[src/rtl/uart_tx_arbiter.sv]
// Packet-locked round-robin arbiter sharing one uart_tx; req_valid->req_ready 1 cycle, ->tx_valid 2 cycles.
// tx_valid holds until tx_ready; per-requester byte counters exist only with UART_ARB_STATS_EN defined.
module uart_tx_arbiter #(
    parameter int NUM_REQ      = 2,
    parameter int MAX_BURST    = 16,
    parameter int HOLD_TIMEOUT = 1024
) (
    input  logic                  clk,
    input  logic                  rst,
    input  logic                  enable,
    input  logic [NUM_REQ-1:0]    req_valid,
    input  logic [8*NUM_REQ-1:0]  req_data,
    input  logic [NUM_REQ-1:0]    req_last,
    output logic [NUM_REQ-1:0]    req_ready,
    output logic [7:0]            tx_data,
    output logic                  tx_valid,
    input  logic                  tx_ready,
    output logic [NUM_REQ-1:0]    grant,
    output logic                  busy,
    output logic [16*NUM_REQ-1:0] stat_bytes
);
    localparam int IW = (NUM_REQ > 1) ? $clog2(NUM_REQ) : 1;
    localparam int SW = (HOLD_TIMEOUT > 1) ? $clog2(HOLD_TIMEOUT) : 1;
    localparam logic [7:0]    BURST_MAX = 8'(MAX_BURST);
    localparam logic [SW-1:0] STALL_MAX = SW'(HOLD_TIMEOUT - 1);
    localparam logic [IW-1:0] LAST_IDX  = IW'(NUM_REQ - 1);

    typedef enum logic [2:0] {
        ST_IDLE,
        ST_FETCH,
        ST_SEND,
        ST_GAP,
        ST_HOLD
    } state_t;

    state_t             r_state;
    logic [IW-1:0]      r_last_grant;
    logic [IW-1:0]      r_gidx;
    logic [NUM_REQ-1:0] r_grant;
    logic [NUM_REQ-1:0] r_req_ready;
    logic [7:0]         r_tx_data;
    logic               r_tx_valid;
    logic               r_last_q;
    logic [7:0]         r_burst;
    logic [SW-1:0]      r_stall;
    logic               r_busy;

    logic [IW-1:0]      w_cand;
    logic [IW-1:0]      w_win_idx;
    logic               w_win_found;
    logic [NUM_REQ-1:0] w_win_oh;
    logic               w_cur_valid;
    logic               w_cur_last;
    logic [7:0]         w_cur_data;

    // Walk the requesters starting just after the previous owner; first valid one wins.
    always_comb begin
        w_cand      = r_last_grant;
        w_win_idx   = '0;
        w_win_found = 1'b0;
        for (int k = 0; k < NUM_REQ; k++) begin
            w_cand = (w_cand == LAST_IDX) ? '0 : w_cand + 1'b1;
            if (!w_win_found && req_valid[w_cand]) begin
                w_win_idx   = w_cand;
                w_win_found = 1'b1;
            end
        end
    end

    always_comb begin
        w_win_oh    = '0;
        w_cur_valid = 1'b0;
        w_cur_last  = 1'b0;
        w_cur_data  = 8'h00;
        for (int i = 0; i < NUM_REQ; i++) begin
            if (w_win_idx == IW'(i)) begin
                w_win_oh[i] = 1'b1;
            end
            if (r_gidx == IW'(i)) begin
                w_cur_valid = req_valid[i];
                w_cur_last  = req_last[i];
                w_cur_data  = req_data[8*i +: 8];
            end
        end
    end

    always_ff @(posedge clk or posedge rst) begin
        if (rst) begin
            r_state      <= ST_IDLE;
            r_last_grant <= LAST_IDX;
            r_gidx       <= '0;
            r_grant      <= '0;
            r_req_ready  <= '0;
            r_tx_data    <= 8'h00;
            r_tx_valid   <= 1'b0;
            r_last_q     <= 1'b0;
            r_burst      <= 8'h00;
            r_stall      <= '0;
            r_busy       <= 1'b0;
        end else begin
            r_req_ready <= '0;
            case (r_state)
                ST_IDLE: begin
                    if (enable && w_win_found) begin
                        r_gidx      <= w_win_idx;
                        r_grant     <= w_win_oh;
                        r_busy      <= 1'b1;
                        r_burst     <= 8'h00;
                        r_req_ready <= w_win_oh;
                        r_state     <= ST_FETCH;
                    end
                end
                ST_FETCH: begin
                    r_tx_data  <= w_cur_data;
                    r_last_q   <= w_cur_last;
                    r_burst    <= r_burst + 8'd1;
                    r_tx_valid <= 1'b1;
                    r_state    <= ST_SEND;
                end
                ST_SEND: begin
                    // Byte is committed: enable is ignored until the handshake.
                    if (tx_ready) begin
                        r_tx_valid <= 1'b0;
                        r_state    <= ST_GAP;
                    end
                end
                ST_GAP: begin
                    if (r_last_q || (r_burst == BURST_MAX) || !enable) begin
                        r_last_grant <= r_gidx;
                        r_grant      <= '0;
                        r_busy       <= 1'b0;
                        r_state      <= ST_IDLE;
                    end else if (w_cur_valid) begin
                        r_req_ready <= r_grant;
                        r_state     <= ST_FETCH;
                    end else begin
                        r_stall <= '0;
                        r_state <= ST_HOLD;
                    end
                end
                ST_HOLD: begin
                    if (w_cur_valid) begin
                        r_req_ready <= r_grant;
                        r_state     <= ST_FETCH;
                    end else if (!enable || (r_stall == STALL_MAX)) begin
                        r_last_grant <= r_gidx;
                        r_grant      <= '0;
                        r_busy       <= 1'b0;
                        r_state      <= ST_IDLE;
                    end else begin
                        r_stall <= r_stall + 1'b1;
                    end
                end
                default: begin
                    r_grant <= '0;
                    r_busy  <= 1'b0;
                    r_state <= ST_IDLE;
                end
            endcase
        end
    end

    assign req_ready = r_req_ready;
    assign tx_data   = r_tx_data;
    assign tx_valid  = r_tx_valid;
    assign grant     = r_grant;
    assign busy      = r_busy;

`ifdef UART_ARB_STATS_EN
    logic [15:0] r_stat [NUM_REQ];

    always_ff @(posedge clk or posedge rst) begin
        if (rst) begin
            for (int i = 0; i < NUM_REQ; i++) begin
                r_stat[i] <= 16'h0000;
            end
        end else if (r_tx_valid && tx_ready) begin
            for (int i = 0; i < NUM_REQ; i++) begin
                if ((r_gidx == IW'(i)) && (r_stat[i] != 16'hFFFF)) begin
                    r_stat[i] <= r_stat[i] + 16'd1;
                end
            end
        end
    end

    for (genvar g = 0; g < NUM_REQ; g++) begin : g_stat
        assign stat_bytes[16*g +: 16] = r_stat[g];
    end
`else
    assign stat_bytes = '0;
`endif

endmodule

[config.mk]
export PLATFORM = sky130hd
export DESIGN_NAME = uart_tx_arbiter
export DESIGN_NICKNAME = d
export VERILOG_FILES = /design/src/rtl/uart_tx_arbiter.sv
export SDC_FILE = /design/constraint.sdc
export NUM_CORES = 1
export LEC_CHECK = 0
export CAP_MARGIN = 30
export CORE_MARGIN = 2
export CORE_UTILIZATION = 47
export DETAILED_ROUTE_END_ITERATION = 10
export HOLD_SLACK_MARGIN = 0.05
export MAX_ROUTING_LAYER = met4
export PLACE_DENSITY = 0.76
export RECOVER_POWER = 50
export SKIP_CTS_REPAIR_TIMING = 1
export SLEW_MARGIN = 40
export SYNTH_ARGS = -nofsm -noshare
export SYNTH_HDL_FRONTEND = slang
export SYNTH_SLANG_ARGS = --single-unit
export TNS_END_PERCENT = 5
[constraint.sdc]
create_clock -name clk -period 2.2 [get_ports clk]
set_clock_uncertainty 0.05 [all_clocks]
set_input_delay 0.33 -clock clk [delete_from_list [all_inputs] [get_ports clk]]
set_output_delay 0.33 -clock clk [all_outputs]
set_load 0.005 [all_outputs]
# Word-level counts from Yosys, hierarchy flattened
# Cells that the tools add are included.
[classes] addsub=4 magnitude_cmp=2 n_eq_ne=15 muxes=49 bitwise=1 n_reduce_logical=19
[op_table] op="two-way mux 10 bit" n=4
[op_table] op="two-way mux 1 bit" n=22
[op_table] op="case mux 10 bit (2 select lines)" n=1
[op_table] op="two-way mux 3 bit" n=6
[op_table] op="two-way mux 8 bit" n=2
[op_table] op="inequality test 2 bit (second input constant)" n=8
[op_table] op="case mux 8 bit (2 select lines)" n=1
[op_table] op="case mux 3 bit (5 select lines)" n=1
[op_table] op="two-way mux 2 bit" n=7
[op_table] op="adder 10 x 1 -> 10 bit (second input constant)" n=1
[op_table] op="equality test 10 bit (second input constant)" n=1
[op_table] op="AND reduction 5 bit" n=2
[op_table] op="adder 8 x 1 -> 8 bit (second input constant)" n=1
[op_table] op="equality test 8 x 5 -> 1 bit (second input constant)" n=1
[op_table] op="case mux 2 bit (4 select lines)" n=1
[op_table] op="equality test 3 x 2 -> 1 bit (second input constant)" n=2
[op_table] op="case mux 2 bit (3 select lines)" n=1
[op_table] op="AND reduction 2 bit" n=3
[op_table] op="nonzero test 2 bit" n=3
[op_table] op="less-than comparator 1 x 2 -> 1 bit (second input constant)" n=2
[op_table] op="case mux 1 bit (2 select lines)" n=2
[op_table] op="case mux 1 bit (4 select lines)" n=1
[op_table] op="AND reduction 4 bit" n=1
[op_table] op="equality test 3 x 1 -> 1 bit (second input constant)" n=1
[op_table] op="10 further kinds" n=15
[word_totals] reg_bits=38 input_bits=24 out_inout_bits=46 word_cells=101

# Depth between registers and ports, before layout
[logic_depth] depth_word=11 depth_mapped=6 mapped_depth_nobuf=6

# Worst setup path after synthesis
# No wires, ideal clock.
[synth_path] kind="register -> register" startpoint="register r_burst[0]" endpoint="register r_stall[3]" setup_ns=0.147 arrival_time_ns=1.605 required_ns=2.003 setup_slack_ns=0.398 stages_incl_launch_ff=7 path_buffers=0 period_less_slack_ns=1.802 cell_sequence="dfrtp_1 > inv_1 > ha_1 > nor4bb_1 > a2111o_1 > a21oi_2 > a41oi_1"
[synth_between] elab_chain_cells=5
[synth_lines] element="start: declaration" line_no="44" rtl="logic [7:0] r_burst;"
[synth_lines] element="start signal: assignment" line_no="116" rtl="r_burst <= r_burst + 8'd1;"
[synth_lines] element="equality test 8 x 5 -> 1 bit" line_no="128" rtl="if (r_last_q || (r_burst == BURST_MAX) || !enable) begin"
[synth_lines] element="logical OR 1 bit (2 in series)" line_no="128"
[synth_lines] element="inequality test 2 bit (no source line)"
[synth_lines] element="AND reduction 5 bit (no source line)"
[synth_lines] element="end signal: assignment" line_no="151" rtl="r_stall <= r_stall + 1'b1;"
[synth_lines] element="end: declaration" line_no="45" rtl="logic [SW-1:0] r_stall;"
# Every way passes these cells.
# A chain may end at the register's enable or synchronous reset.

# Worst setup path in the final report
[layout_path] startpoint="register r_state[0]" endpoint="register r_stall[9]"
[layout_between] elab_chain_cells=3 word_cells_on_any_way=9 cone_classes="eq/ne: 6; mux: 1; reduce/logical: 2"
[layout_lines] element="start: declaration" line_no="36" rtl="state_t r_state;"
[layout_lines] element="start signal: assignment" line_no="89" rtl="r_state <= ST_IDLE;"
[layout_lines] element="start signal: assignment" line_no="110" rtl="r_state <= ST_FETCH;"
[layout_lines] element="start signal: assignment" line_no="118" rtl="r_state <= ST_SEND;"
[layout_lines] element="equality test 3 bit / equality test 3 x 2 -> 1 bit (equally long branches)" line_no="102" rtl="case (r_state)"
[layout_lines] element="inequality test 2 bit (no source line) / nonzero test 2 bit (equally long branches)"
[layout_lines] element="AND reduction 5 bit (no source line)"
# Several ways; a longest one is shown, not always the timed one.

==> flow_results.xml <==
<?xml version="1.0" encoding="UTF-8"?>
<metrics>
  <group name="grt">
    <metric name="global_route_wire_length_before_repair" unit="mm">7.790</metric>
    <metric name="use_met1" unit="%">26.18</metric>
    <metric name="grtUsageMet2" unit="%">28.67</metric>
    <metric name="grt_antenna_before_repair" unit="">0</metric>
    <metric name="top_usage_layer" unit="">met2</metric>
    <metric name="global_route.usage.met3" unit="%">3.252</metric>
    <metric name="pin_count_of_the_biggest_net_entering_global_routing" unit="">39</metric>
    <metric name="grt-ovfl-total" unit="">0</metric>
    <metric name="track_usage" unit="%">19.38</metric>
    <metric name="number_of_global_route_vias_before_repair" unit="">1648</metric>
  </group>
  <group name="timing">
    <metric name="final_max_slew_viol_count" unit="">0</metric>
    <metric name="final_period_utilization" unit="%">89.79</metric>
    <metric name="fin_tns_setup" unit="ns">0</metric>
    <metric name="number_of_failing_hold_endpoints_at_the_final_stage" unit="">0</metric>
    <metric name="finalWorstPathRequiredPeriod" unit="ns">1.975</metric>
    <metric name="setup_repair_after_global_routing_missed_its_margin" unit="">false</metric>
    <metric name="finalSetupViolations" unit="">0</metric>
    <metric name="fmax" unit="MHz">506.2</metric>
    <metric name="slew_headroom" unit="%">37.21</metric>
    <metric name="tightestPinTransition" unit="ns">0.9418</metric>
  </group>
  <group name="detailed_routing">
    <metric name="dr_total_vias" unit="">1853</metric>
    <metric name="post_drt_via_cell_ratio" unit="">5.234</metric>
    <metric name="ant_nets" unit="">0</metric>
    <metric name="route.detailed.wl_per_inst" unit="um">13.26</metric>
    <metric name="routed_wl" unit="mm">4.693</metric>
    <metric name="drc" unit="">0</metric>
    <metric name="dr.pass1.iters" unit="">4</metric>
    <metric name="detailedRoute.firstIterationViolations" unit="">202</metric>
  </group>
  <group name="layout">
    <metric name="layout_common_cells" unit="">sky130_fd_sc_hd__dfrtp_1 (37), sky130_fd_sc_hd__conb_1 (32), sky130_fd_sc_hd__clkdlybuf4s50_1 (31)</metric>
    <metric name="num_antenna_cells" unit="">0</metric>
    <metric name="filler_cell_count" unit="">414</metric>
    <metric name="layout.cells.most_common" unit="">sky130_fd_sc_hd__dfrtp_1</metric>
    <metric name="layout-area-overhead-vs-synth" unit="%">19.36</metric>
    <metric name="final_nets" unit="">313</metric>
    <metric name="final_layout_size_suffix_gt1_share" unit="%">9.059</metric>
    <metric name="postLayoutCellArea" unit="sq um">2754</metric>
  </group>
  <group name="clock_network">
    <metric name="tritoncts.num_buffers" unit="">5</metric>
    <metric name="clock_tree.htree_level_count" unit="">2</metric>
    <metric name="tritoncts" unit="">done</metric>
    <metric name="cts_num_sinks" unit="">38</metric>
    <metric name="cts.path.max_buffers" unit="">2</metric>
    <metric name="worst_setup_hold_path_clk_slew" unit="ns">0.08</metric>
    <metric name="clock-root-buffer" unit="">sky130_fd_sc_hd__clkbuf_8</metric>
    <metric name="insertion_delay" unit="ns">0.29</metric>
  </group>
  <group name="die">
    <metric name="placeableCoreArea" unit="sq um">4723</metric>
    <metric name="floorplan.die_area" unit="sq um">5486</metric>
    <metric name="rows" unit="">25</metric>
    <metric name="dieHeight" unit="um">74.07</metric>
    <metric name="die_width" unit="um">74.07</metric>
    <metric name="ios" unit="">70</metric>
    <metric name="initial_utilization" unit="%">48.85</metric>
  </group>
  <group name="setup_path">
    <metric name="worstPathArrival" unit="ns">2.13</metric>
    <metric name="worstSetupEndpointType" unit="">register</metric>
    <metric name="worst-setup-path-type" unit="">register to register</metric>
    <metric name="critical_path.startpoint_type" unit="">register</metric>
    <metric name="r2r_setup_slack" unit="ns">0.22</metric>
    <metric name="cp_data_required_time" unit="ns">2.35</metric>
    <metric name="timing.critical_path.fanout_max" unit="">10</metric>
  </group>
  <group name="logic_synthesis">
    <metric name="synth_edf_count" unit="">0</metric>
    <metric name="synth_area" unit="sq um">2307</metric>
    <metric name="synth-warning-count" unit="">0</metric>
    <metric name="synth-main-ff-cell" unit="">sky130_fd_sc_hd__dfrtp_1</metric>
    <metric name="synth.avg_cell_area" unit="sq um">9.417</metric>
    <metric name="synthArstFlopShare" unit="%">100.0</metric>
    <metric name="seq_area_frac_synth" unit="%">41.27</metric>
    <metric name="yosys_register_bits" unit="">38</metric>
    <metric name="synth.lib_cells_used.distinct" unit="">53</metric>
    <metric name="synthCells" unit="">245</metric>
  </group>
  <group name="pwr">
    <metric name="cellLeakagePower" unit="nW">1.232</metric>
    <metric name="power.density" unit="nW/um^2">969.5</metric>
    <metric name="ir_worst_vdd" unit="V">0.0005925</metric>
  </group>
  <group name="placement">
    <metric name="hpwlAfterDp" unit="mm">3.424</metric>
    <metric name="gp_routability_congestion" unit="">0.8795</metric>
    <metric name="portBuffers" unit="">37</metric>
    <metric name="dpl_cell_area" unit="sq um">2646</metric>
  </group>
  <group name="hold_path">
    <metric name="min_path_type" unit="">register to register</metric>
  </group>
  <group name="job">
    <metric name="max_cap_violations" unit="">0</metric>
  </group>
  <group name="status">
    <metric name="run_status" unit="">completed</metric>
  </group>
</metrics>
per-layer routing:
| metal | vias up | wire (um) |
|---|---|---|
| li1 | 895 | - |
| met3 | 6 | 267 |
| met5 | - | 0 |
| met1 | 876 | 2204 |
| met2 | 76 | 2143 |
| met4 | 0 | 76 |
Yosys cell counts (2+ instances only):
cell	instances	area (sq um)
sky130_fd_sc_hd__dfrtp_1	37	925.9
sky130_fd_sc_hd__buf_4	33	247.7
sky130_fd_sc_hd__nand2_1	30	112.6
sky130_fd_sc_hd__o21ai_0	23	115.1
sky130_fd_sc_hd__mux2i_1	12	120.1
sky130_fd_sc_hd__nand3_1	11	55.05
sky130_fd_sc_hd__inv_1	8	30.03
sky130_fd_sc_hd__a41oi_1	7	61.31
sky130_fd_sc_hd__nor2_1	7	26.28
sky130_fd_sc_hd__clkbuf_1	6	22.52
sky130_fd_sc_hd__a31oi_1	5	31.28
sky130_fd_sc_hd__nand4_1	5	31.28
sky130_fd_sc_hd__and3_1	4	25.02
sky130_fd_sc_hd__and4_1	4	35.03
sky130_fd_sc_hd__a21oi_1	3	15.01
sky130_fd_sc_hd__ha_1	3	37.54
sky130_fd_sc_hd__nand2b_1	3	18.77
sky130_fd_sc_hd__o31ai_1	3	22.52
sky130_fd_sc_hd__a21o_1	2	15.01
sky130_fd_sc_hd__buf_2	2	10.01
sky130_fd_sc_hd__buf_6	2	22.52
sky130_fd_sc_hd__nor3_1	2	10.01
sky130_fd_sc_hd__nor4_1	2	12.51
sky130_fd_sc_hd__o22ai_1	2	12.51
area by class of cell:
cell class	count	area, sq um	area share (%)
Tap cell	67	83.83	3.044
Timing Repair Buffer	47	439.2	15.95
Sequential cell	38	952.2	34.58
Inverter	8	30.03	1.090
Clock buffer	5	68.82	2.499
Multi-Input combinational cell	186	1135	41.21
Clock inverter	3	45.04	1.636
where the power goes:
group | internal [mW] | switching [mW] | leakage, nW
combinational | 0.530 | 0.488 | 0.684
clock | 0.337 | 0.263 | 0.0504
sequential | 0.902 | 0.150 | 0.498
through the flow:
| step | power [mW] | hold slack, ns | utilization [%] | setup WS (ns) | cells |
|---|---|---|---|---|---|
| 2_1_floorplan | 1.708 | 0.3965 | - | 0.3979 | 276 |
| 3_3_place_gp | 2.078 | 0.4107 | 56.03 | 0.1962 | 346 |
| 3_5_place_dp | 2.111 | 0.4215 | 56.03 | 0.1655 | 346 |
| 4_1_cts | 2.717 | 0.4038 | 58.44 | 0.2400 | 354 |
| 5_1_grt | 2.862 | 0.4580 | 58.30 | 0.04386 | 354 |
| 6_report | 2.670 | 0.4311 | 58.30 | 0.2247 | 354 |
cells by family (layout without fill, tap and decap cells):
| logic type | Yosys count | count (layout) | share of synthesized area, % |
|---|---|---|---|
| and+or+nand+nor | 79 | 79 | 19.04 |
| DFF | 38 | 38 | 41.27 |
| muxes | 14 | 14 | 6.345 |
| buffers and inverters | 52 | 63 | 14.59 |
| AOI/OAI and AO/OA | 56 | 56 | 16.21 |
| xor gates and xnor gates | 2 | 2 | 0.7594 |
| other | 1 | 32 | 0.1625 |
| adders and majority gates | 3 | 3 | 1.627 |
path summary, 6_finish.rpt:
check | depth (start not counted) | start | to
min in group asynchronous | 3 | rst | busy$_DFFE_PP0P_
max in group asynchronous | 3 | rst | r_state[2]$_DFFE_PP0P_
max | 4 | r_state[0]$_DFFE_PP0P_ | r_stall[9]$_DFFE_PP0P_
max reg2reg | 4 | r_state[0]$_DFFE_PP0P_ | r_stall[9]$_DFFE_PP0P_
min | 2 | tx_data[3]$_DFFE_PP0P_ | tx_data[3]$_DFFE_PP0P_
min reg2reg | 2 | tx_data[3]$_DFFE_PP0P_ | tx_data[3]$_DFFE_PP0P_
critical path, cell delays in order, from the launching register on:
cell and delay (ns):
sky130_fd_sc_hd__dfrtp_1 0.46, sky130_fd_sc_hd__or3b_1 0.56, sky130_fd_sc_hd__nor3_4 0.43, sky130_fd_sc_hd__nand4_1 0.16, sky130_fd_sc_hd__o22ai_1 0.22
flip-flops by register name (all words and copies together), names as in the netlist:
| register | cells |
|---|---|
| r_last_q | 1 |
| busy | 1 |
| r_gidx | 1 |
| tx_data | 8 |
| r_state | 3 |
| r_last_grant | 1 |
| req_ready | 2 |
| r_burst | 8 |
| tx_valid | 1 |
| grant | 2 |
| r_stall | 10 |
Power figures use the tool's default switching activity.
